## config.mk

```make
export PLATFORM = sky130hd
export DESIGN_NAME = sprite_pos_writer
export DESIGN_NICKNAME = d
export VERILOG_FILES = /design/src/rtl/pool_pkg.sv /design/src/rtl/vblank_detect.sv /design/src/rtl/sprite_pos_writer.sv
export SDC_FILE = /design/constraint.sdc
export NUM_CORES = 1
export LEC_CHECK = 0
export ABC_CLOCK_PERIOD_IN_PS = 6050
export BUFFER_PORTS_ARGS = -buffer_cell sky130_fd_sc_hd__buf_4
export CAP_MARGIN = 20
export CORE_MARGIN = 2
export CORE_UTILIZATION = 57
export CTS_BUF_LIST = sky130_fd_sc_hd__clkbuf_16
export DETAILED_ROUTE_END_ITERATION = 8
export GPL_TIMING_DRIVEN = 0
export PLACE_DENSITY = 0.79
export SKIP_LAST_GASP = 1
export SYNTH_ARGS = -nofsm -noshare
export SYNTH_HDL_FRONTEND = slang
export SYNTH_SLANG_ARGS = --single-unit
export TNS_END_PERCENT = 10
```

## constraint.sdc

```tcl
create_clock -name clk -period 6.05 [get_ports clk]
set_input_delay 1.5125 -clock clk [delete_from_list [all_inputs] [get_ports clk]]
set_output_delay 1.5125 -clock clk [all_outputs]
set_load 0.05 [all_outputs]
```

## src/rtl/pool_pkg.sv

```systemverilog
// Shared types and constants for the pool-table sprite position path.
// Slot map: 0-14 balls 1-15, 15 cue ball, 16 pool cue 1.
package pool_pkg;

  typedef enum logic [1:0] {
    COLLECT = 2'd0,
    ARMED   = 2'd1,
    SWAP    = 2'd2
  } pos_state_t;

  localparam int NUM_OBJ_DEF = 17;
  localparam int COORD_W_DEF = 10;
  localparam int CUEBALL_ID  = 15;
  localparam int P1CUE_ID    = 16;
  localparam int V_VISIBLE   = 480;

  localparam logic [COORD_W_DEF-1:0] HIDE = 10'h3FF;

endpackage

```

## src/rtl/vblank_detect.sv

```systemverilog
// One-cycle registered pulse on the first cycle that the
// raster reaches column 0 of the first non-visible line.
module vblank_detect #(
  parameter int COORD_W   = 10,
  parameter int V_VISIBLE = 480
) (
  input  logic               clk,
  input  logic               reset_n,
  input  logic [COORD_W-1:0] draw_x,
  input  logic [COORD_W-1:0] draw_y,
  output logic               vblank_start
);

  logic w_match;
  logic r_prev;
  logic r_vbs;

  assign w_match = (draw_y == COORD_W'(V_VISIBLE))
                && (draw_x == '0);

  // a match held over several cycles fires only once
  always_ff @(posedge clk or negedge reset_n) begin
    if (!reset_n) begin
      r_prev <= 1'b0;
      r_vbs  <= 1'b0;
    end else begin
      r_prev <= w_match;
      r_vbs  <= w_match & ~r_prev;
    end
  end

  assign vblank_start = r_vbs;

endmodule

```

## src/rtl/sprite_pos_writer.sv

```systemverilog
// Double-buffered object coordinate block: writes land in a shadow
// bank, a commit arms a copy to the active bank at the next vblank.
module sprite_pos_writer #(
  parameter int NUM_OBJ   = pool_pkg::NUM_OBJ_DEF,
  parameter int COORD_W   = pool_pkg::COORD_W_DEF,
  parameter int V_VISIBLE = pool_pkg::V_VISIBLE,
  parameter logic [COORD_W-1:0] HIDE = pool_pkg::HIDE
) (
  input  logic                       clk,
  input  logic                       reset_n,
  input  logic                       wr_valid,
  output logic                       wr_ready,
  input  logic [4:0]                 wr_id,
  input  logic [COORD_W-1:0]         wr_x,
  input  logic [COORD_W-1:0]         wr_y,
  input  logic [2:0]                 wr_dir,
  input  logic                       commit,
  input  logic [COORD_W-1:0]         draw_x,
  input  logic [COORD_W-1:0]         draw_y,
  output logic [NUM_OBJ*COORD_W-1:0] pos_x,
  output logic [NUM_OBJ*COORD_W-1:0] pos_y,
  output logic [2:0]                 direction,
  output logic                       hw_sig,
  output logic                       pending,
  output logic                       bad_id
);

  import pool_pkg::*;

  localparam logic [4:0] ID_LIM = 5'(NUM_OBJ);
  localparam logic [4:0] CUE_ID = 5'(P1CUE_ID);

  pos_state_t r_state;

  logic [COORD_W-1:0] r_sh_x [NUM_OBJ];
  logic [COORD_W-1:0] r_sh_y [NUM_OBJ];
  logic [2:0]         r_sh_dir;

  logic [NUM_OBJ*COORD_W-1:0] r_pos_x;
  logic [NUM_OBJ*COORD_W-1:0] r_pos_y;
  logic [2:0]                 r_dir;
  logic                       r_hw_sig;
  logic                       r_bad_id;

  logic w_vblank_start;
  logic w_wr_fire;
  logic w_id_ok;

  vblank_detect #(
    .COORD_W   (COORD_W),
    .V_VISIBLE (V_VISIBLE)
  ) u_vblank (
    .clk          (clk),
    .reset_n      (reset_n),
    .draw_x       (draw_x),
    .draw_y       (draw_y),
    .vblank_start (w_vblank_start)
  );

  assign w_wr_fire = wr_valid && (r_state == COLLECT);
  assign w_id_ok   = wr_id < ID_LIM;

  always_ff @(posedge clk or negedge reset_n) begin
    if (!reset_n) begin
      r_state  <= COLLECT;
      r_sh_dir <= 3'd0;
      r_pos_x  <= {NUM_OBJ{HIDE}};
      r_pos_y  <= {NUM_OBJ{HIDE}};
      r_dir    <= 3'd0;
      r_hw_sig <= 1'b0;
      r_bad_id <= 1'b0;
      for (int i = 0; i < NUM_OBJ; i++) begin
        r_sh_x[i] <= HIDE;
        r_sh_y[i] <= HIDE;
      end
    end else begin
      unique case (r_state)
        COLLECT: begin
          if (w_wr_fire) begin
            if (w_id_ok) begin
              for (int i = 0; i < NUM_OBJ; i++) begin
                if (wr_id == 5'(i)) begin
                  r_sh_x[i] <= wr_x;
                  r_sh_y[i] <= wr_y;
                end
              end
              if (wr_id == CUE_ID)
                r_sh_dir <= wr_dir;
            end else begin
              r_bad_id <= 1'b1;
            end
          end
          if (commit)
            r_state <= ARMED;
        end
        ARMED: begin
          if (w_vblank_start)
            r_state <= SWAP;
        end
        SWAP: begin
          // shadow is kept so software only rewrites moved objects
          for (int i = 0; i < NUM_OBJ; i++) begin
            r_pos_x[i*COORD_W +: COORD_W] <= r_sh_x[i];
            r_pos_y[i*COORD_W +: COORD_W] <= r_sh_y[i];
          end
          r_dir    <= r_sh_dir;
          r_hw_sig <= ~r_hw_sig;
          r_state  <= COLLECT;
        end
        default: r_state <= COLLECT;
      endcase
    end
  end

  assign wr_ready  = (r_state == COLLECT);
  assign pending   = (r_state == ARMED);
  assign pos_x     = r_pos_x;
  assign pos_y     = r_pos_y;
  assign direction = r_dir;
  assign hw_sig    = r_hw_sig;
  assign bad_id    = r_bad_id;

endmodule

```

# [Yosys cells after proc, flatten, opt, wreduce, memory -nomap -nowiden]
# Index checks and enable logic that the tools add are counted.
[totals] register_bits=692 wordCells=96 inputBits=52 out_inout_bits=347
[op_classes] eq_ne=21 n_bitwise=4 n_reduce_logical=24 n_lt_le_gt_ge=1 mux=3
[ops] cell="AND reduction 4 bit" count=17
[ops] cell="equality test 5 x 4 -> 1 bit (second input constant)" count=8
[ops] cell="equality test 5 x 3 -> 1 bit (second input constant)" count=4
[ops] cell="equality test 10 x 9 -> 1 bit (second input constant)" count=1
[ops] cell="equality test 5 x 2 -> 1 bit (second input constant)" count=2
[ops] cell="logical NOT 10 bit" count=1
[ops] cell="equality test 5 x 1 -> 1 bit (second input constant)" count=1
[ops] cell="equality test 5 bit (second input constant)" count=1
[ops] cell="logical NOT 5 bit" count=1
[ops] cell="less-than comparator 5 bit (second input constant)" count=1
[ops] cell="2-to-1 mux 2 bit" count=2
[ops] cell="!= test 2 x 1 -> 1 bit (second input constant)" count=2
[ops] cell="case mux 2 bit (2 select lines)" count=1
[ops] cell="inverter 1 bit" count=3
[ops] cell="AND reduction 3 bit" count=1
[ops] cell="equality test 2 x 1 -> 1 bit (second input constant)" count=1
[ops] cell="equality test 2 bit (second input constant)" count=1
[ops] cell="logical AND 1 bit" count=2
[ops] cell="logical NOT 2 bit" count=1
[ops] cell="AND reduction 2 bit" count=1
[ops] cell="bitwise AND 1 bit" count=1

# [Logic depth before layout (Yosys ltp)]
[logic_depth] ltp_word=3 depth_mapped=5 depth_no_buf=3

# [Modules after synthesis]
# Synthesis repeated with hierarchy kept, for this count alone.
[unflattened] hier_cells=1519 area_unflattened_um2=26655.6
[modules_own_cells] module="sprite_pos_writer" area_per_inst_um2=26526.7 cells_per_inst=1508 seq_area_each_um2=18117.4 n_inst=1
[modules_own_cells] module="vblank_detect" area_per_inst_um2=128.9 cells_per_inst=11 seq_area_each_um2=50.0 n_inst=1

# [Worst setup path after synthesis]
# OpenSTA, ideal clock, no wires.
[synth_path] path_kind="input to register" startpoint="input port wr_id[4]" endpoint="register r_sh_x[20] in the netlist's numbering" required_ns=5.968 stages=4 t_arrival_ns=2.841 path_slack_ns=3.127 setup_time_ns=0.082 n_path_buf=1 path_cell_list="or4b_4 -> nor4b_2 -> buf_4 -> mux2_2"
[synth_via] elab_chain_len=2 word_cells_on_any_way=3 classes_between="1 x order compare; 1 x eq/ne; 1 x reduce/logical"
[synth_rtl] element="start: declaration" line_no="sprite_pos_writer.sv:13" text="input logic [4:0] wr_id,"
[synth_rtl] element="less-than comparator 5 bit / equality test 5 x 4 -> 1 bit (equally long branches)" line_no="sprite_pos_writer.sv:61, sprite_pos_writer.sv:82"
[synth_rtl] element="AND reduction 4 bit (no source line) (*)"
[synth_rtl] element="end signal: indexed assignment" line_no="sprite_pos_writer.sv:83" text="r_sh_x[i] <= wr_x;"
[synth_rtl] element="end: declaration" line_no="sprite_pos_writer.sv:35" text="logic [COORD_W-1:0] r_sh_x [NUM_OBJ];"
# Mark *: on every way between the ends. The rest lies on a longest branch, timed or not.
# A chain may end at the register's enable or synchronous reset.

# [Final worst setup path]
[layout_path] startpoint="input port wr_id[0]" endpoint="register r_sh_dir[1]"
[layout_via] elab_chain_len=2 word_cells_on_any_way=3 classes_between="1 x order compare; 1 x eq/ne; 1 x reduce/logical"
[layout_rtl] element="less-than comparator 5 bit / equality test 5 bit (equally long branches)" line_no="sprite_pos_writer.sv:61, sprite_pos_writer.sv:87"
[layout_rtl] element="AND reduction 4 bit (no source line) (*)"
[layout_rtl] element="end signal: assignment" line_no="sprite_pos_writer.sv:88" text="r_sh_dir <= wr_dir;"
[layout_rtl] element="end: declaration" line_no="sprite_pos_writer.sv:37" text="logic [2:0] r_sh_dir;"
# Marks and branches as above.

==> impl_table.tex <==
\begin{tabular}{lr}
\hline
Metric & Value \\
\hline
\multicolumn{2}{l}{\textbf{Yosys}} \\
\quad Post-synth EDFFs & 0 \\
\quad Number of warnings issued by yosys & 0 \\
\quad Cell count after synthesis & 1,519 \\
\quad Post-synthesis area per instance & 17.52 um\^{}2 \\
\quad Number of different library cells in the post-synthesis netlist & 27 \\
\quad Commonest register cell after synthesis & sky130\_fd\_sc\_hd\_\_dfstp\_2 \\
\quad Net Count, Synth & 1,571 \\
\quad Flip-flop and latch count after synthesis & 692 \\
\quad Async S/R FF share, synth & 1.000 \\
\quad Proportion of synthesized chip area in sequential cells & 0.6827 \\
\quad Cell Area, Synth & 0.02661 mm\^{}2 \\
\multicolumn{2}{l}{\textbf{Critical path}} \\
\quad First element of the critical path & wr\_id[0] \\
\quad Worst setup SP type & input port \\
\quad Worst-path cell chain & clkbuf\_1 > nor4\_1 > nand4\_1 > clkbuf\_1 > mux2\_2 \\
\quad Endpoint kind of the worst setup timing path & register \\
\quad Highest cell delay on the worst timing path & between 0.5 and 0.6 ns \\
\quad CP most frequent cell & sky130\_fd\_sc\_hd\_\_clkbuf\_1 \\
\quad Max FO, Critical Path & 10 \\
\quad Worst-case register-to-register setup slack & roughly 3.6 ns \\
\quad Launch instance of the worst register-to-register path & r\_state[0] \\
\quad Highest-delay cell along the critical path & sky130\_fd\_sc\_hd\_\_nand4\_1 \\
\quad WP data arrival & around 3.7 ns \\
\quad Required time of the critical path & between 6 and 7 ns \\
\quad Startpoint-to-endpoint class of the critical path & in -> reg \\
\quad Register-to-Register Path Depth & 5 \\
\multicolumn{2}{l}{\textbf{Timing}} \\
\quad Tcrit/Tclk final & 0.5314 \\
\quad Max transition margin & 0.2641 \\
\quad Final setup vio count & 0 \\
\quad Slew Viols, Final & 0 \\
\quad Setup Total Neg Slack & 0 ns \\
\quad Setup repair after global routing missed its margin & no \\
\quad Max Clk Rate & 311.0 MHz \\
\quad Period minus WS final & around 3.2 ns \\
\quad Final Hold Viols & 0 \\
\quad Slew @ Worst Pin & around 1.1 ns \\
\quad Final Skew & about 0.024 ns \\
\multicolumn{2}{l}{\textbf{Placement}} \\
\quad Weighted congestion at the end of routability-driven global placement & 0.8200 \\
\quad Cell Count Post-Placement & 2,528 \\
\quad Placed cell areas & $\sim$0.03 mm\^{}2 \\
\quad Buffers on Ports & 397 \\
\quad Final HPWL DP & 44.26 mm \\
\multicolumn{2}{l}{\textbf{Floorplanning}} \\
\quad Die boundary height & roughly 220 um \\
\quad Ports & approximately 400 \\
\quad Site Rows & 79 \\
\quad Die Wd & 220.1 um \\
\quad Die footprint & 0.04843 mm\^{}2 \\
\quad Core box area & between 0.04 and 0.05 mm\^{}2 \\
\quad Initial core utilization & 0.5740 \\
\multicolumn{2}{l}{\textbf{Power and ir drop}} \\
\quad Leakage power of the design & 14.83 nW \\
\quad Power density relative to cell area & 276.5 mW/mm\^{}2 \\
\quad Clock network power share & 0.452 \\
\quad Internal power contribution & 7.091 mW \\
\quad Worst supply voltage drop on vdd & 0.2275 mV \\
\quad Part of the total power dissipated in sequential elements & 0.522 \\
\quad Switching power as a share of total power & 0.2150 \\
\quad Logic gate share of total power & 0.026 \\
\quad Net switching power figure & just under 2 mW \\
\multicolumn{2}{l}{\textbf{Final layout}} \\
\quad Design area & 0.03266 mm\^{}2 \\
\quad Net count of the finished layout & 2,045 \\
\quad Non-filler cells, final & between 2,000 and 3,000 \\
\quad Most frequent cells in the layout & sky130\_fd\_sc\_hd\_\_dfstp\_2 (680), sky130\_fd\_sc\_hd\_\_mux2\_2 (675), sky130\_fd\_sc\_hd\_\_buf\_4 (402) \\
\quad Area growth from synthesis to layout & 22.75\% \\
\quad Ratio of cells with drive above 1 in the final layout & 0.9218 \\
\quad Most common library cell in the layout ignoring fill and taps & sky130\_fd\_sc\_hd\_\_dfstp\_2 \\
\multicolumn{2}{l}{\textbf{Route}} \\
\quad Antenna-violating nets left & 0 \\
\quad DRT iter0 DRCs & 719 \\
\quad Number of vias after detailed routing & 14,620 \\
\quad Average detailed-routed wire length per instance & between 20 and 25 um \\
\quad Drt drc & 0 \\
\quad Length of the first detailed-routing pass in iterations & 6 \\
\quad Routed wire length & between 60 and 70 mm \\
\quad Vias per std cell & 5.505 \\
\multicolumn{2}{l}{\textbf{Clock network}} \\
\quad Clock tree root driver cell & sky130\_fd\_sc\_hd\_\_clkbuf\_16 \\
\quad Maximum level of the CTS H-tree & 3 \\
\quad Total CTS buffers & 70 \\
\quad Post-CTS Repair Setup Buffers & 0 \\
\quad Clock latency reported for the late side of the worst-skew pair & 0.60 ns \\
\quad Number of buffers inserted by hold repair at cts & 0 \\
\quad Clk sinks & 692 \\
\quad Quantity of gates resized following cts & 0 \\
\quad Clock slew at the register clock pins of the worst setup and hold paths & 0.06 ns \\
\quad Clock tree from TritonCTS & done \\
\quad Number of buffers on the longest clock path & 3 \\
\multicolumn{2}{l}{\textbf{Global routing}} \\
\quad Number of antenna violations at the first check in global routing & 2 \\
\quad All-layer global routing usage & 0.2677 \\
\quad Pin count of the biggest net entering global routing & roughly 140 \\
\quad Via count of the first global-routing pass & 15,430 \\
\quad GRT overflow & 0 \\
\quad Wire length of the first global-routing pass & 95.12 mm \\
\multicolumn{2}{l}{\textbf{Status}} \\
\quad Outcome & complete, no violations \\
\multicolumn{2}{l}{\textbf{Min path}} \\
\quad Origin of the worst min-delay path & u\_vblank.r\_prev \\
\quad Classification of the worst-slack hold path & reg -> reg \\
\quad Number of stages on the worst hold path & 1 \\
\multicolumn{2}{l}{\textbf{Job}} \\
\quad Max-cap violation count & 0 \\
\hline
\end{tabular}
through the flow:
step / worst slack, ns / total power, mW / util / hold slack (ns)
2_1_floorplan: 3.127 / 4.823 / - / 0.3861
3_3_place_gp: -3.418 / 4.993 / 0.6547 / 0.3995
3_5_place_dp: 2.293 / 5.020 / 0.6578 / 0.4080
4_1_cts: 2.879 / 9.131 / 0.7044 / 0.4159
5_1_grt: 2.650 / 9.347 / 0.7044 / 0.4211
6_report: 2.835 / 9.033 / 0.7046 / 0.4130
power groups by stage:
stage | sequential, mW | clock, mW | combinational (mW)
after detailed placement | 4.78 | 0 | 0.240
after global placement | 4.77 | 0 | 0.221
final | 4.71 | 4.09 | 0.233
after global routing | 4.72 | 4.37 | 0.257
after floorplan | 4.78 | 0 | 0.0468
after CTS | 4.71 | 4.18 | 0.240
cells by family (layout without fill, tap and decap cells):
| kind of cell | Yosys count | after routing | share of synthesized area |
|---|---|---|---|
| xor+xnor | 1 | 1 | 0.0003292 |
| mux | 687 | 687 | 0.2907 |
| buf+inv | 97 | 623 | 0.01571 |
| flops | 692 | 692 | 0.6827 |
| other cells | 0 | 4 | 0 |
| compound gates | 1 | 1 | 0.0003762 |
| simple gates | 41 | 41 | 0.01016 |
state kept, by name (all words and copies together) (netlist names):
signal                 cells
pos_y                    170
hw_sig                     1
pos_x                    170
u_vblank.r_prev            1
r_state                    2
bad_id                     1
u_vblank.vblank_start      1
r_sh_x                   170
direction                  3
r_sh_y                   170
r_sh_dir                   3
final cells by class:
cell class	instances	area [um^2]
flip-flops and latches	692	18170
fillers	3041	13690
multi-input cells	730	8024
repair buffers	402	3126
clock buffers	74	1852
well taps	607	759.5
plain buffers	95	410.4
clock inverters	50	307.8
diodes	4	10.01
inverters	2	7.507
path summary, 6_finish.rpt:
check | to
setup / recovery | r_sh_dir[1]
hold / removal | u_vblank.vblank_start
setup reg to reg | pos_x[30]
hold reg to reg | u_vblank.vblank_start
max in group asynchronous | r_sh_y[31]
min in group asynchronous | r_state[0]
cell usage after synthesis, types with 2 or more instances:
cell type,n,share of area
sky130_fd_sc_hd__inv_1,2,0.00028
sky130_fd_sc_hd__nand3_1,3,0.00056
sky130_fd_sc_hd__buf_2,25,0.0047
sky130_fd_sc_hd__dfstp_2,680,0.67
sky130_fd_sc_hd__nand2_1,4,0.00056
sky130_fd_sc_hd__clkbuf_1,56,0.0079
sky130_fd_sc_hd__dfrtp_1,12,0.011
sky130_fd_sc_hd__nor2b_1,3,0.00071
sky130_fd_sc_hd__nor4b_1,2,0.00066
sky130_fd_sc_hd__nand4_1,8,0.0019
sky130_fd_sc_hd__buf_4,6,0.0017
sky130_fd_sc_hd__buf_1,8,0.0011
sky130_fd_sc_hd__nor4b_2,2,0.0011
sky130_fd_sc_hd__nor3_1,2,0.00038
sky130_fd_sc_hd__mux2_1,11,0.0047
sky130_fd_sc_hd__mux2_2,675,0.29
sky130_fd_sc_hd__nor2_1,6,0.00085
sky130_fd_sc_hd__nand4b_1,3,0.00099
sky130_fd_sc_hd__nor4_1,3,0.00071
layer usage:
metal  vias up  GRT usage  part of all wire
met5         -          0                 0
met4         0    0.09933             0.032
met3       115    0.07233             0.072
met2       397     0.4370              0.49
met1      7783     0.3441              0.40
li1       6325          -                 -
worst max-delay path: cells and delay by family:
family                 cells  cell delay, ns
buffers and inverters      2            0.70
muxes                      1            0.40
and+or+nand+nor            2            1.05
No activity file was read; power rests on OpenSTA's default activity.
